[src/rtl/alu_ctrl_pkg.sv]
`default_nettype none
// ============================================================================
//  Module   : alu_ctrl_pkg
//  Purpose  : Shared types and constants for the ALU-operation controller:
//             ALU/MDU op-code enum, ALUOp encodings, Funct7 patterns and
//             the MUL/DIV sequencer state enum.
//  Revision : 1.0  initial release
// ============================================================================
package alu_ctrl_pkg;

    // Op codes driven onto Operation (zero-extended when OP_W > 5)
    typedef enum logic [4:0] {
        OP_AND    = 5'b00000,
        OP_OR     = 5'b00001,
        OP_ADD    = 5'b00010,
        OP_SUB    = 5'b00011,
        OP_XOR    = 5'b00100,
        OP_SLL    = 5'b00101,
        OP_SRL    = 5'b00110,
        OP_SLT    = 5'b00111,
        OP_BEQ    = 5'b01000,
        OP_SRA    = 5'b01001,
        OP_PASS   = 5'b01010,
        OP_SLTU   = 5'b01011,
        OP_MUL    = 5'b10000,
        OP_MULH   = 5'b10001,
        OP_MULHSU = 5'b10010,
        OP_MULHU  = 5'b10011,
        OP_DIV    = 5'b10100,
        OP_DIVU   = 5'b10101,
        OP_REM    = 5'b10110,
        OP_REMU   = 5'b10111
    } alu_op_e;

    // ALUOp field from the main decoder
    localparam logic [1:0] ALUOP_MEM = 2'b00;   // LW/SW/AUIPC address add
    localparam logic [1:0] ALUOP_BR  = 2'b01;   // branch compare
    localparam logic [1:0] ALUOP_RI  = 2'b10;   // R/I-type, decode by Funct3
    localparam logic [1:0] ALUOP_JMP = 2'b11;   // JAL/LUI pass-through

    // Funct7 patterns
    localparam logic [6:0] FUNCT7_BASE = 7'b0000000;
    localparam logic [6:0] FUNCT7_ALT  = 7'b0100000;
    localparam logic [6:0] FUNCT7_MEXT = 7'b0000001;

    // MUL/DIV sequencer state
    typedef enum logic [0:0] {
        SEQ_IDLE = 1'b0,
        SEQ_BUSY = 1'b1
    } seq_state_e;

    // Larger of two latencies, used to size the latency counter
    function automatic int unsigned max_u(input int unsigned a, input int unsigned b);
        return (a > b) ? a : b;
    endfunction

endpackage : alu_ctrl_pkg
`default_nettype wire

[src/rtl/alu_op_decode.sv]
`default_nettype none
// ============================================================================
//  Module   : alu_op_decode
//  Purpose  : Pure combinational decode of ALUOp/Funct3/Funct7/is_rtype into
//             an ALU/MDU op code, an illegal flag and MDU classification.
//             RV32M decode present only when ALU_CTRL_MEXT_EN is defined;
//             otherwise M-encodings decode as illegal.
//  Revision : 1.0  initial release
// ============================================================================
module alu_op_decode
    import alu_ctrl_pkg::*;
(
    input  logic [1:0] alu_op,
    input  logic [2:0] funct3,
    input  logic [6:0] funct7,
    input  logic       is_rtype,
    output alu_op_e    op,
    output logic       illegal,
    output logic       is_mdu,
    output logic       is_div
);

    logic w_f7_base;
    logic w_f7_alt;
    logic w_alt_ok;

    assign w_f7_base = (funct7 == FUNCT7_BASE);
    assign w_f7_alt  = (funct7 == FUNCT7_ALT);
    // Only ADD/SUB and SRL/SRA have a legal alternate Funct7
    assign w_alt_ok  = w_f7_alt && ((funct3 == 3'b000) || (funct3 == 3'b101));

    // Op-code decode; unsupported encodings fall back to AND with illegal set
    always_comb begin
        op      = OP_AND;
        illegal = 1'b0;
        is_mdu  = 1'b0;
        is_div  = 1'b0;
        case (alu_op)
            ALUOP_MEM: op = OP_ADD;
            ALUOP_BR:  op = OP_BEQ;
            ALUOP_JMP: op = OP_PASS;
            default: begin
                if (is_rtype && (funct7 == FUNCT7_MEXT)) begin
`ifdef ALU_CTRL_MEXT_EN
                    op     = alu_op_e'({2'b10, funct3});
                    is_mdu = 1'b1;
                    is_div = funct3[2];
`else
                    illegal = 1'b1;
`endif
                end else if (is_rtype && !w_f7_base && !w_alt_ok) begin
                    illegal = 1'b1;
                end else begin
                    case (funct3)
                        3'b000: op = (is_rtype && w_f7_alt) ? OP_SUB : OP_ADD;
                        3'b001: begin
                            if (w_f7_base) op = OP_SLL;
                            else           illegal = 1'b1;
                        end
                        3'b010: op = OP_SLT;
                        3'b011: op = OP_SLTU;
                        3'b100: op = OP_XOR;
                        3'b101: begin
                            if (w_f7_base)     op = OP_SRL;
                            else if (w_f7_alt) op = OP_SRA;
                            else               illegal = 1'b1;
                        end
                        3'b110: op = OP_OR;
                        default: op = OP_AND;
                    endcase
                end
            end
        endcase
    end

endmodule : alu_op_decode
`default_nettype wire

[src/rtl/alu_ctrl_seq.sv]
`default_nettype none
// ============================================================================
//  Module   : alu_ctrl_seq
//  Purpose  : Registered ALU-operation controller at the ID/EX boundary with
//             valid/ready handshake, flush, and (with ALU_CTRL_MEXT_EN
//             defined) RV32M decode plus a MUL/DIV latency sequencer that
//             stalls the pipe while the MDU works.
//  Revision : 1.0  initial release
// ============================================================================
module alu_ctrl_seq
    import alu_ctrl_pkg::*;
#(
    parameter int OP_W    = 5,
    parameter int MUL_LAT = 3,
    parameter int DIV_LAT = 33
) (
    input  logic            clk,
    input  logic            reset_n,
    input  logic            flush,
    input  logic            in_valid,
    output logic            in_ready,
    input  logic [1:0]      ALUOp,
    input  logic [6:0]      Funct7,
    input  logic [2:0]      Funct3,
    input  logic            is_rtype,
    output logic            out_valid,
    input  logic            out_ready,
    output logic [OP_W-1:0] Operation,
    output logic            illegal,
    output logic            mdu_start,
    output logic            mdu_busy
);

    // Parameter sanity checks at elaboration
    if (OP_W < 5) begin : g_chk_op_w
        $error("alu_ctrl_seq: OP_W must be >= 5");
    end
    if ((MUL_LAT < 1) || (DIV_LAT < 1)) begin : g_chk_lat
        $error("alu_ctrl_seq: MUL_LAT and DIV_LAT must be >= 1");
    end

    alu_op_e   w_dec_op;
    logic      w_dec_illegal;
    logic      w_dec_mdu;
    logic      w_dec_div;
    logic      w_accept;
    logic      w_idle;
    logic      w_launch;
    logic      w_done;

    logic            r_out_valid;
    logic [OP_W-1:0] r_op;
    logic            r_illegal;
    logic            r_mdu_start;

    alu_op_decode u_decode (
        .alu_op   (ALUOp),
        .funct3   (Funct3),
        .funct7   (Funct7),
        .is_rtype (is_rtype),
        .op       (w_dec_op),
        .illegal  (w_dec_illegal),
        .is_mdu   (w_dec_mdu),
        .is_div   (w_dec_div)
    );

    assign in_ready = w_idle && (!r_out_valid || out_ready);
    assign w_accept = in_valid && in_ready && !flush;

`ifdef ALU_CTRL_MEXT_EN
    localparam int CNT_W = $clog2(max_u(MUL_LAT, DIV_LAT) + 1);

    seq_state_e       r_state;
    seq_state_e       w_state_nxt;
    logic [CNT_W-1:0] r_cnt;
    logic [CNT_W-1:0] w_cnt_nxt;

    // Sequencer state and latency counter
    always_ff @(posedge clk or negedge reset_n) begin
        if (!reset_n) begin
            r_state <= SEQ_IDLE;
            r_cnt   <= '0;
        end else begin
            r_state <= w_state_nxt;
            r_cnt   <= w_cnt_nxt;
        end
    end

    // Next state: load LAT-1 on MDU launch, count down, finish at zero
    always_comb begin
        w_state_nxt = r_state;
        w_cnt_nxt   = r_cnt;
        w_launch    = 1'b0;
        w_done      = 1'b0;
        case (r_state)
            SEQ_IDLE: begin
                if (w_accept && w_dec_mdu) begin
                    w_state_nxt = SEQ_BUSY;
                    w_cnt_nxt   = w_dec_div ? CNT_W'(DIV_LAT - 1) : CNT_W'(MUL_LAT - 1);
                    w_launch    = 1'b1;
                end
            end
            SEQ_BUSY: begin
                if (r_cnt == '0) begin
                    w_state_nxt = SEQ_IDLE;
                    w_done      = 1'b1;
                end else begin
                    w_cnt_nxt = r_cnt - 1'b1;
                end
            end
            default: w_state_nxt = SEQ_IDLE;
        endcase
        if (flush) begin
            w_state_nxt = SEQ_IDLE;
            w_cnt_nxt   = '0;
            w_launch    = 1'b0;
            w_done      = 1'b0;
        end
    end

    assign w_idle   = (r_state == SEQ_IDLE);
    assign mdu_busy = (r_state == SEQ_BUSY);
`else
    logic w_unused_mdu;

    // Without RV32M every accepted op completes in one cycle
    assign w_idle       = 1'b1;
    assign w_launch     = 1'b0;
    assign w_done       = 1'b0;
    assign mdu_busy     = 1'b0;
    assign w_unused_mdu = w_dec_mdu ^ w_dec_div;
`endif

    // Output register: capture on accept, present single-cycle results
    // immediately, MDU results when the sequencer finishes, drop on consume
    always_ff @(posedge clk or negedge reset_n) begin
        if (!reset_n) begin
            r_out_valid <= 1'b0;
            r_op        <= '0;
            r_illegal   <= 1'b0;
            r_mdu_start <= 1'b0;
        end else begin
            r_mdu_start <= w_launch;
            if (w_accept) begin
                r_op      <= OP_W'(w_dec_op);
                r_illegal <= w_dec_illegal;
            end
            if (flush) begin
                r_out_valid <= 1'b0;
            end else if (w_accept && !w_dec_mdu) begin
                r_out_valid <= 1'b1;
            end else if (w_done) begin
                r_out_valid <= 1'b1;
            end else if (r_out_valid && out_ready) begin
                r_out_valid <= 1'b0;
            end
        end
    end

    assign out_valid = r_out_valid;
    assign Operation = r_op;
    assign illegal   = r_illegal;
    assign mdu_start = r_mdu_start;

endmodule : alu_ctrl_seq
`default_nettype wire

[config.mk]
export PLATFORM = sky130hd
export DESIGN_NAME = alu_ctrl_seq
export DESIGN_NICKNAME = d
export VERILOG_FILES = /design/src/rtl/alu_ctrl_pkg.sv /design/src/rtl/alu_op_decode.sv /design/src/rtl/alu_ctrl_seq.sv
export SDC_FILE = /design/constraint.sdc
export NUM_CORES = 1
export LEC_CHECK = 0
export ABC_CLOCK_PERIOD_IN_PS = 2700
export CORE_MARGIN = 2
export CORE_UTILIZATION = 41
export DETAILED_ROUTE_END_ITERATION = 8
export GPL_TIMING_DRIVEN = 0
export PLACE_DENSITY = 0.82
export SLEW_MARGIN = 10
export SYNTH_ARGS = -nofsm -noshare
export SYNTH_HDL_FRONTEND = slang
export SYNTH_SLANG_ARGS = --single-unit
[constraint.sdc]
create_clock -name clk -period 2.7 [get_ports clk]
set_clock_uncertainty 0.2 [all_clocks]
set_input_delay 0.54 -clock clk [delete_from_list [all_inputs] [get_ports clk]]
set_output_delay 0.54 -clock clk [all_outputs]
set_load 0.01 [all_outputs]
==> results list, run 1 <==
* CP max-delay cell: sky130_fd_sc_hd__clkdlybuf4s50_1
- Data on the critical path arrives at its endpoint at about 1.7 ns.
- Clock network latency to the later pin of the worst-skew pair: between 0.2 and 0.25 ns
- The Yosys step of the flow raised 0 warnings.
- Synthesis-stage register bit count: 6
- Cts bufs inserted: 3
- Sequential cells were found to cover 27.6% of the synthesized design area.
- The first detailed-routing pass took 4 iterations.
- Share of total power in combinational logic: 36.4%
- Synthesis handed over a netlist of 60 instances.
- The run finished with clean final reports.
* Type of the worst min-delay path: flip-flop to flip-flop
* Number of fill cells in the layout: between 100 and 150
- Final max-slew violation count: 0
* Predominant post-synthesis flop cell: sky130_fd_sc_hd__dfrtp_1
* Top-level port count: 28
* CTS tree: done
- Leakage: around 0.37 nW
- Startpoint Class: input pin
- For this configuration, the core starts out at a cell density of 42.9%.
- For this run, the top clock speed supported by timing is 0.417 GHz.
- Number of unique standard cell types used by synthesis: 31
- Entering global routing, the biggest net connects 11 pins.
- The worst hold path begins at illegal$_DFFE_PN0P_.
- The floorplan step defined a die boundary enclosing 1630 um2.
- VDD sags by at most 0.155 mV.
* RSZ-0062 raised after global routing: no
* Final hold violation count: 0
- Setup violations remaining at the end of the flow were counted as 0.
* Post-route fraction of the period consumed by the critical path: 88.9%
* Area growth from synthesis to layout: 51.3%
- Number of routed nets with antenna violations: 0
- Routed wire length per instance: roughly 11 um
- Number of DRC violations after detailed-routing iteration 0: 13
* Cell breakdown of the critical path: clkdlybuf4s50_1 -> nand2b_1 -> clkdlybuf4s50_1
- Fin Setup TNS: 0 ns
* Crit path kind: input pin to output port
* Int Power: approximately 0.21 mW
- STA classifies the critical path endpoint as an output port.
- Hold path endpoint: illegal$_DFFE_PN0P_
- After clock tree synthesis, the repair step resized 0 gates.
* Worst reg2reg startpoint: out_valid$_DFFE_PN0P_
- Layout Nets: between 100 and 150
- Setup slack on the worst flop-to-flop path: about 1.2 ns
- Net switching power: 0.0783 mW
* Most used cell, CP: sky130_fd_sc_hd__clkdlybuf4s50_1
* Standard-cell rows: 13
* Min cycle time layout: 2.40 ns
- The first global-routing pass estimated around 1800 um of wire.
- Post-Synthesis Cell Area: 544 um2
- # port buffers: 23
- Global routing finished with a remaining overflow of 0.
- Cell area after placement: about 800 um2
- Across the run, the number of max-cap violations was 0.
* Data required time of the critical path: between 1.5 and 2 ns
- Ratio of cells with drive above 1 in the final layout: 13.6%
* Final HPWL DP: approximately 1000 um
- The most critical setup path has its startpoint at out_ready.
- Max Buffers Root-to-Sink: 2
- Via count: approximately 540
* Number of levels the H-tree was split into: 1
- CTS Root Cell: sky130_fd_sc_hd__clkbuf_4
- The largest single stage delay on the critical path is about 0.54 ns.
- Placeable core region: approximately 1300 um2
- Seq pwr share: between 30 and 40%
- Fraction of registers with async set or reset after synthesis: 100%
* Antenna violations before repair: 0
- Die height: 40.4 um
* Number of diodes: 0
- In this run, the clock network consumes 27.2% of the power.
- In this run the worst path has a maximum fanout of 3.
- Once the clock tree was built, the setup fixing pass inserted 0 buffers.
* Horizontal die dimension: ~40 um
- Clock tree synthesis found a total of 6 sinks.
* Detailed-route DRC error count: 0
- The final layout contains routed wiring with a total length of about 1200 um.
- Total global routing track utilization: between 15 and 20%
- Fraction of power spent switching nets: 27.1%
- Average cell area after synthesis: slightly above 9 um2
- The worst register-to-register path ends at Operation[3]$_DFFE_PN0P_.
* Area of all placed cells without fillers: slightly above 800 um2
* Hold-fix buffers, CTS: 0
* Drt via density: 5.23
- Counting cells, the worst reg-to-reg path comes to 4.
- The congestion estimate from routability-driven global placement came to 0.830.
- Along the worst hold path, the cell count comes to 1.
* Post-synth EDFFs: 0
* Clock slew seen by the registers of the worst setup and hold paths: 0.04 ns
- Via count of the first global-routing pass: between 400 and 500
- Total power density per cell area: approximately 350 nW/um2
## power by group through the flow
stage / clock [mW] / combinational (mW) / sequential (mW)
floorplan: 0 / 0.0441 / 0.110
global placement: 0 / 0.103 / 0.106
detailed placement: 0 / 0.106 / 0.107
CTS: 0.0817 / 0.106 / 0.105
global route: 0.0871 / 0.116 / 0.106
finish: 0.0786 / 0.105 / 0.105
## synthesized netlist by cell type, types with 2 or more instances
library cell,instances,share of area (%)
sky130_fd_sc_hd__inv_1,6,4.1
sky130_fd_sc_hd__nor2b_1,4,4.6
sky130_fd_sc_hd__clkbuf_1,2,1.4
sky130_fd_sc_hd__buf_4,3,4.1
sky130_fd_sc_hd__dfrtp_1,6,28
sky130_fd_sc_hd__nor3_1,2,1.8
sky130_fd_sc_hd__ha_1,4,9.2
sky130_fd_sc_hd__nand3b_1,2,2.8
sky130_fd_sc_hd__nor2_1,3,2.1
sky130_fd_sc_hd__o31ai_1,4,5.5
sky130_fd_sc_hd__nand2_1,3,2.1
sky130_fd_sc_hd__mux2i_1,2,3.7
## cell usage in the layout, fill, tap and decap left out, drive strengths merged, types with 2 or more instances in the layout
cell and n:
ha 4, inv 6, nor3 3, nand3b 2, clkbuf 5, nor2b 4, clkdlybuf4s50 23, nand2 3
o311ai 2, nor2 3, dfrtp 6, o31ai 4, buf 3, mux2i 2, conb 3
## metal layers
metal  routed length, um  share of wire [%]  vias to the layer above  GRT usage [%]
met5                   0                  0                        -              0
met4                  20                1.7                        0           10.0
met2                 603                 51                       25           32.9
li1                    -                  -                      273              -
met1                 471                 40                      239           16.8
met3                  79                6.7                        2           5.56
## how the worst max path moves through the flow
stage,to,slack [ns],depth (start not counted)
6_report,in_ready,0.30,3
4_1_cts,in_ready,0.29,3
3_5_place_dp,Operation[0]$_DFFE_PN0P_,0.1,5
5_1_grt,in_ready,0.23,3
3_3_place_gp,Operation[3]$_DFFE_PN0P_,0.14,5
2_1_floorplan,Operation[3]$_DFFE_PN0P_,0.67,4
## cell type report
class / instances / area (um2) / area share (%)
tap: 15 / 18.8 / 2.28
inverter: 6 / 22.5 / 2.74
timing repair buffer: 23 / 230 / 28.0
buffer: 5 / 30.0 / 3.65
multi-input combinational: 45 / 349 / 42.4
sequential: 6 / 150 / 18.2
clock buffer: 3 / 22.5 / 2.74
## through the flow
step	hold WS (ns)	std cells	util, %	setup slack, ns	total power, mW
6_report	0.275	103	64.9	0.300	0.289
5_1_grt	0.308	103	64.9	0.227	0.309
4_1_cts	0.278	103	64.9	0.293	0.293
3_5_place_dp	0.269	100	63.1	0.0959	0.212
3_3_place_gp	0.264	100	63.1	0.140	0.209
2_1_floorplan	0.0444	62	-	0.674	0.155
## worst max-delay path, delay by kind of cell
| kind | cells | cell delay [ns] |
|---|---|---|
| buf+inv | 2 | 0.99 |
| simple gates | 1 | 0.13 |
## flip-flops by register name, indices dropped and copies added, names as in the netlist
register   flops
Operation      4
out_valid      1
illegal        1
## kinds of logic after synthesis
| kind of cell | after synthesis | synth area share, % |
|---|---|---|
| flip-flops | 6 | 27.6 |
| AND/OR/NAND/NOR | 20 | 22.8 |
| other | 1 | 0.689 |
| multiplexers | 2 | 3.68 |
| AO/OA/AOI/OAI | 16 | 26.4 |
| buffers and inverters | 11 | 9.66 |
| adder cells (fa/ha/maj) | 4 | 9.20 |
Note: power is estimated with default switching activity, not from simulation.
==> inputs of run 2 (changes only) <==
--- a/config.mk
+++ b/config.mk
@@ -6,11 +6,11 @@
 export NUM_CORES = 1
 export LEC_CHECK = 0
 export ABC_CLOCK_PERIOD_IN_PS = 2700
-export CORE_MARGIN = 2
+export CORE_MARGIN = 1.5
 export CORE_UTILIZATION = 41
 export DETAILED_ROUTE_END_ITERATION = 8
 export GPL_TIMING_DRIVEN = 0
-export PLACE_DENSITY = 0.82
+export PLACE_DENSITY = 0.93
 export SLEW_MARGIN = 10
 export SYNTH_ARGS = -nofsm -noshare
 export SYNTH_HDL_FRONTEND = slang
==> run 2 against run 1 <==
Compared with the run above:
- combinational power is essentially flat
- routed wire length grew 9.9%
- non-clock buffer count is the same
- global-route usage grew 2.4 points
- utilization grew 5.3 points
- setup slack lost 0.0062 ns
- sequential power is essentially flat
- maximum frequency shrank 0.26%
- final cell count shrank 0.97%
- worst hold slack gained 0.0048 ns
- clock-buffer cell count is the same
- critical path type unchanged
==> results list, run 2 (synthesized netlist as in run 1, its figures left out) <==
- In this run the most critical hold path is launched from illegal$_DFFE_PN0P_.
- First-pass GRT wire length: approximately 2100 um
* Leading cell types in the layout, fill and taps excluded: 23 x sky130_fd_sc_hd__clkdlybuf4s50_1, 6 x sky130_fd_sc_hd__dfrtp_1, 6 x sky130_fd_sc_hd__inv_1
- Setup total negative slack on the finished layout was measured at 0 ns.
* CTS tree: done
* # port buffers: 23
- Setup repair after global routing left no endpoint under its margin.
- Of all nets on the critical path, the largest fanout is 3.
* Area of the die: roughly 1600 um2
- Die height: 39.4 um
- Total wire length: roughly 1300 um
* Horizontal die dimension: roughly 39 um
- After global routing the overflow that remains totals 0.
- Based on the critical path, the design can be clocked at up to roughly 0.42 GHz.
* Number of levels the H-tree was split into: 1
- After layout, the worst path uses roughly 90% of the clock period.
- The routed layout has 565 vias.
- Run status: finished clean
- Area growth from synthesis to layout: 51.0%
- Crit path kind: input pin to output port
- Max-cap violations in this run came to 0.
- Cts bufs inserted: 3
- After detailed routing, the number of vias per cell comes to between 5 and 6.
- Routability-driven placement finished with a final weighted congestion of 0.824.
- Measured on the finished design, the core utilization comes to 70.2%.
- Setup slack on the worst flop-to-flop path: approximately 1.2 ns
- The hold violation total from the final report came to 0.
- The initial antenna violation count came to 0.
- The worst hold path terminates at illegal$_DFFE_PN0P_.
* Starting density of the core: a little under half
* Ratio of cells with drive above 1 in the final layout: between 10 and 15%
- Number of diodes: 0
- STA puts the critical path data required time at 1.96 ns.
- Hold Path Stages: 1
* Startpoint Class: input pin
- The smallest clock period supported by the final layout is computed as 2.41 ns.
- Cell breakdown of the critical path: clkdlybuf4s50_1 -> nand2b_1 -> clkdlybuf4s50_1
- Data on the critical path arrives at its endpoint at between 1.5 and 2 ns.
- Sink Count: 6
- Type of the worst min-delay path: flip-flop to flip-flop
* Endpoints failing setup: 0
* Capturing point of the worst reg2reg path: illegal$_DFFE_PN0P_
* Routed wire length per instance: roughly 13 um
- For this run, the total global-route usage over all layers was measured as between 20% and 30%.
* Total power density per cell area: roughly 360 nW/um2
- Placeable core region: between 1000 and 1500 um2
* CP max-delay cell: sky130_fd_sc_hd__clkdlybuf4s50_1
- The register with the most flip-flops in the layout has 4 of them.
- The tree is rooted in a sky130_fd_sc_hd__clkbuf_4.
- The cell that appears most often on the critical path is sky130_fd_sc_hd__clkdlybuf4s50_1.
- In this run the remaining antenna-violating nets after routing total 0.
- Delay contributed by the slowest stage of the critical path: roughly 0.55 ns
* Clock network latency to the later pin of the worst-skew pair: between 0.2 and 0.25 ns
- Detailed-routing iteration count for the pre-antenna-repair pass: 4
- Detailed-route DRC error count: 0
- Leaving out fill and tap cells, the most frequent cell in the layout is sky130_fd_sc_hd__clkdlybuf4s50_1.
- Final HPWL DP: between 1000 and 1500 um
- Via count of the first global-routing pass: approximately 540
- Kind of end point of the critical path: output port
- Setup Fix Bufs, Post-CTS: 0
* FF-to-FF path depth: 4
- Clock-pin slew was measured on the worst setup and hold paths at ~0.04 ns.
* Largest net degree at the start of global routing: 11
- Total power consumption of the routed design: about 0.3 mW
* Max Buffers Root-to-Sink: 2
* Number of DRC violations after detailed-routing iteration 0: 16
- Layout Nets: 112
- Leakage: about 0.37 nW
* Worst voltage drop across the vdd grid: 0.153 mV
* PostCTS Resize Cnt: 0
* Top-level port count: 28
- For this design, the CTS-stage hold fixing added 0 buffers.
- In this run the core area contains 12 standard-cell rows.
- Worst reg2reg startpoint: out_valid$_DFFE_PN0P_
- The final-report max-slew violation count was 0.
==> run 2: cell counts in the layout (fill, tap and decap cells not counted) <==
No cell type changed its count.
==> run 2: stage by stage <==
step | instances | instance area (um2) | setup slack [ns] | hold WS [ns]
finish | 102 | 822 | 0.293 | 0.280
global route | 102 | 822 | 0.245 | 0.309
CTS | 102 | 822 | 0.287 | 0.291
detailed placement | 99 | 800 | 0.0943 | 0.281
global placement | 99 | 800 | 0.154 | 0.263
floorplan | 62 | 552 | 0.674 | 0.0444
==> run 2: layout make-up <==
class,instances,area [um2]
inverters,6,22.5
multi-input cells,45,349
well taps,14,17.5
repair buffers,23,230
flip-flops and latches,6,150
plain buffers,5,30.0
clock buffers,3,22.5
fillers,95,349
==> run 2: layer usage <==
| metal | part of all wire, % | up-vias | routed length, um | GRT usage, % |
|---|---|---|---|---|
| li1 | - | 271 | - | - |
| met1 | 37 | 260 | 478 | 19.4 |
| met2 | 53 | 29 | 688 | 38.9 |
| met3 | 6.9 | 5 | 89 | 3.41 |
| met4 | 2.6 | 0 | 34 | 11.2 |
| met5 | 0 | - | 0 | 0 |
==> run 2: worst max path at each step <==
stage | to | cells after the start | slack [ns] | startpoint
2_1_floorplan | Operation[3]$_DFFE_PN0P_ | 4 | 0.67 | Funct7[1]
3_3_place_gp | Operation[3]$_DFFE_PN0P_ | 5 | 0.15 | Funct7[1]
3_5_place_dp | Operation[3]$_DFFE_PN0P_ | 5 | 0.09 | Funct7[1]
4_1_cts | in_ready | 3 | 0.29 | out_ready
5_1_grt | Operation[3]$_DFFE_PN0P_ | 5 | 0.25 | Funct7[1]
6_report | in_ready | 3 | 0.29 | out_ready
==> run 2: worst max-delay path: cells and delay by family <==
kind / cells / cell delay, ns
buffers and inverters: 2 / 0.99
and+or+nand+nor: 1 / 0.14
==> run 2: where the power goes <==
part	total, mW	switching (mW)	internal (mW)
Sequential	0.105	0.00524	0.0998
Clock	0.0824	0.0322	0.0503
Combinational	0.107	0.0455	0.0610
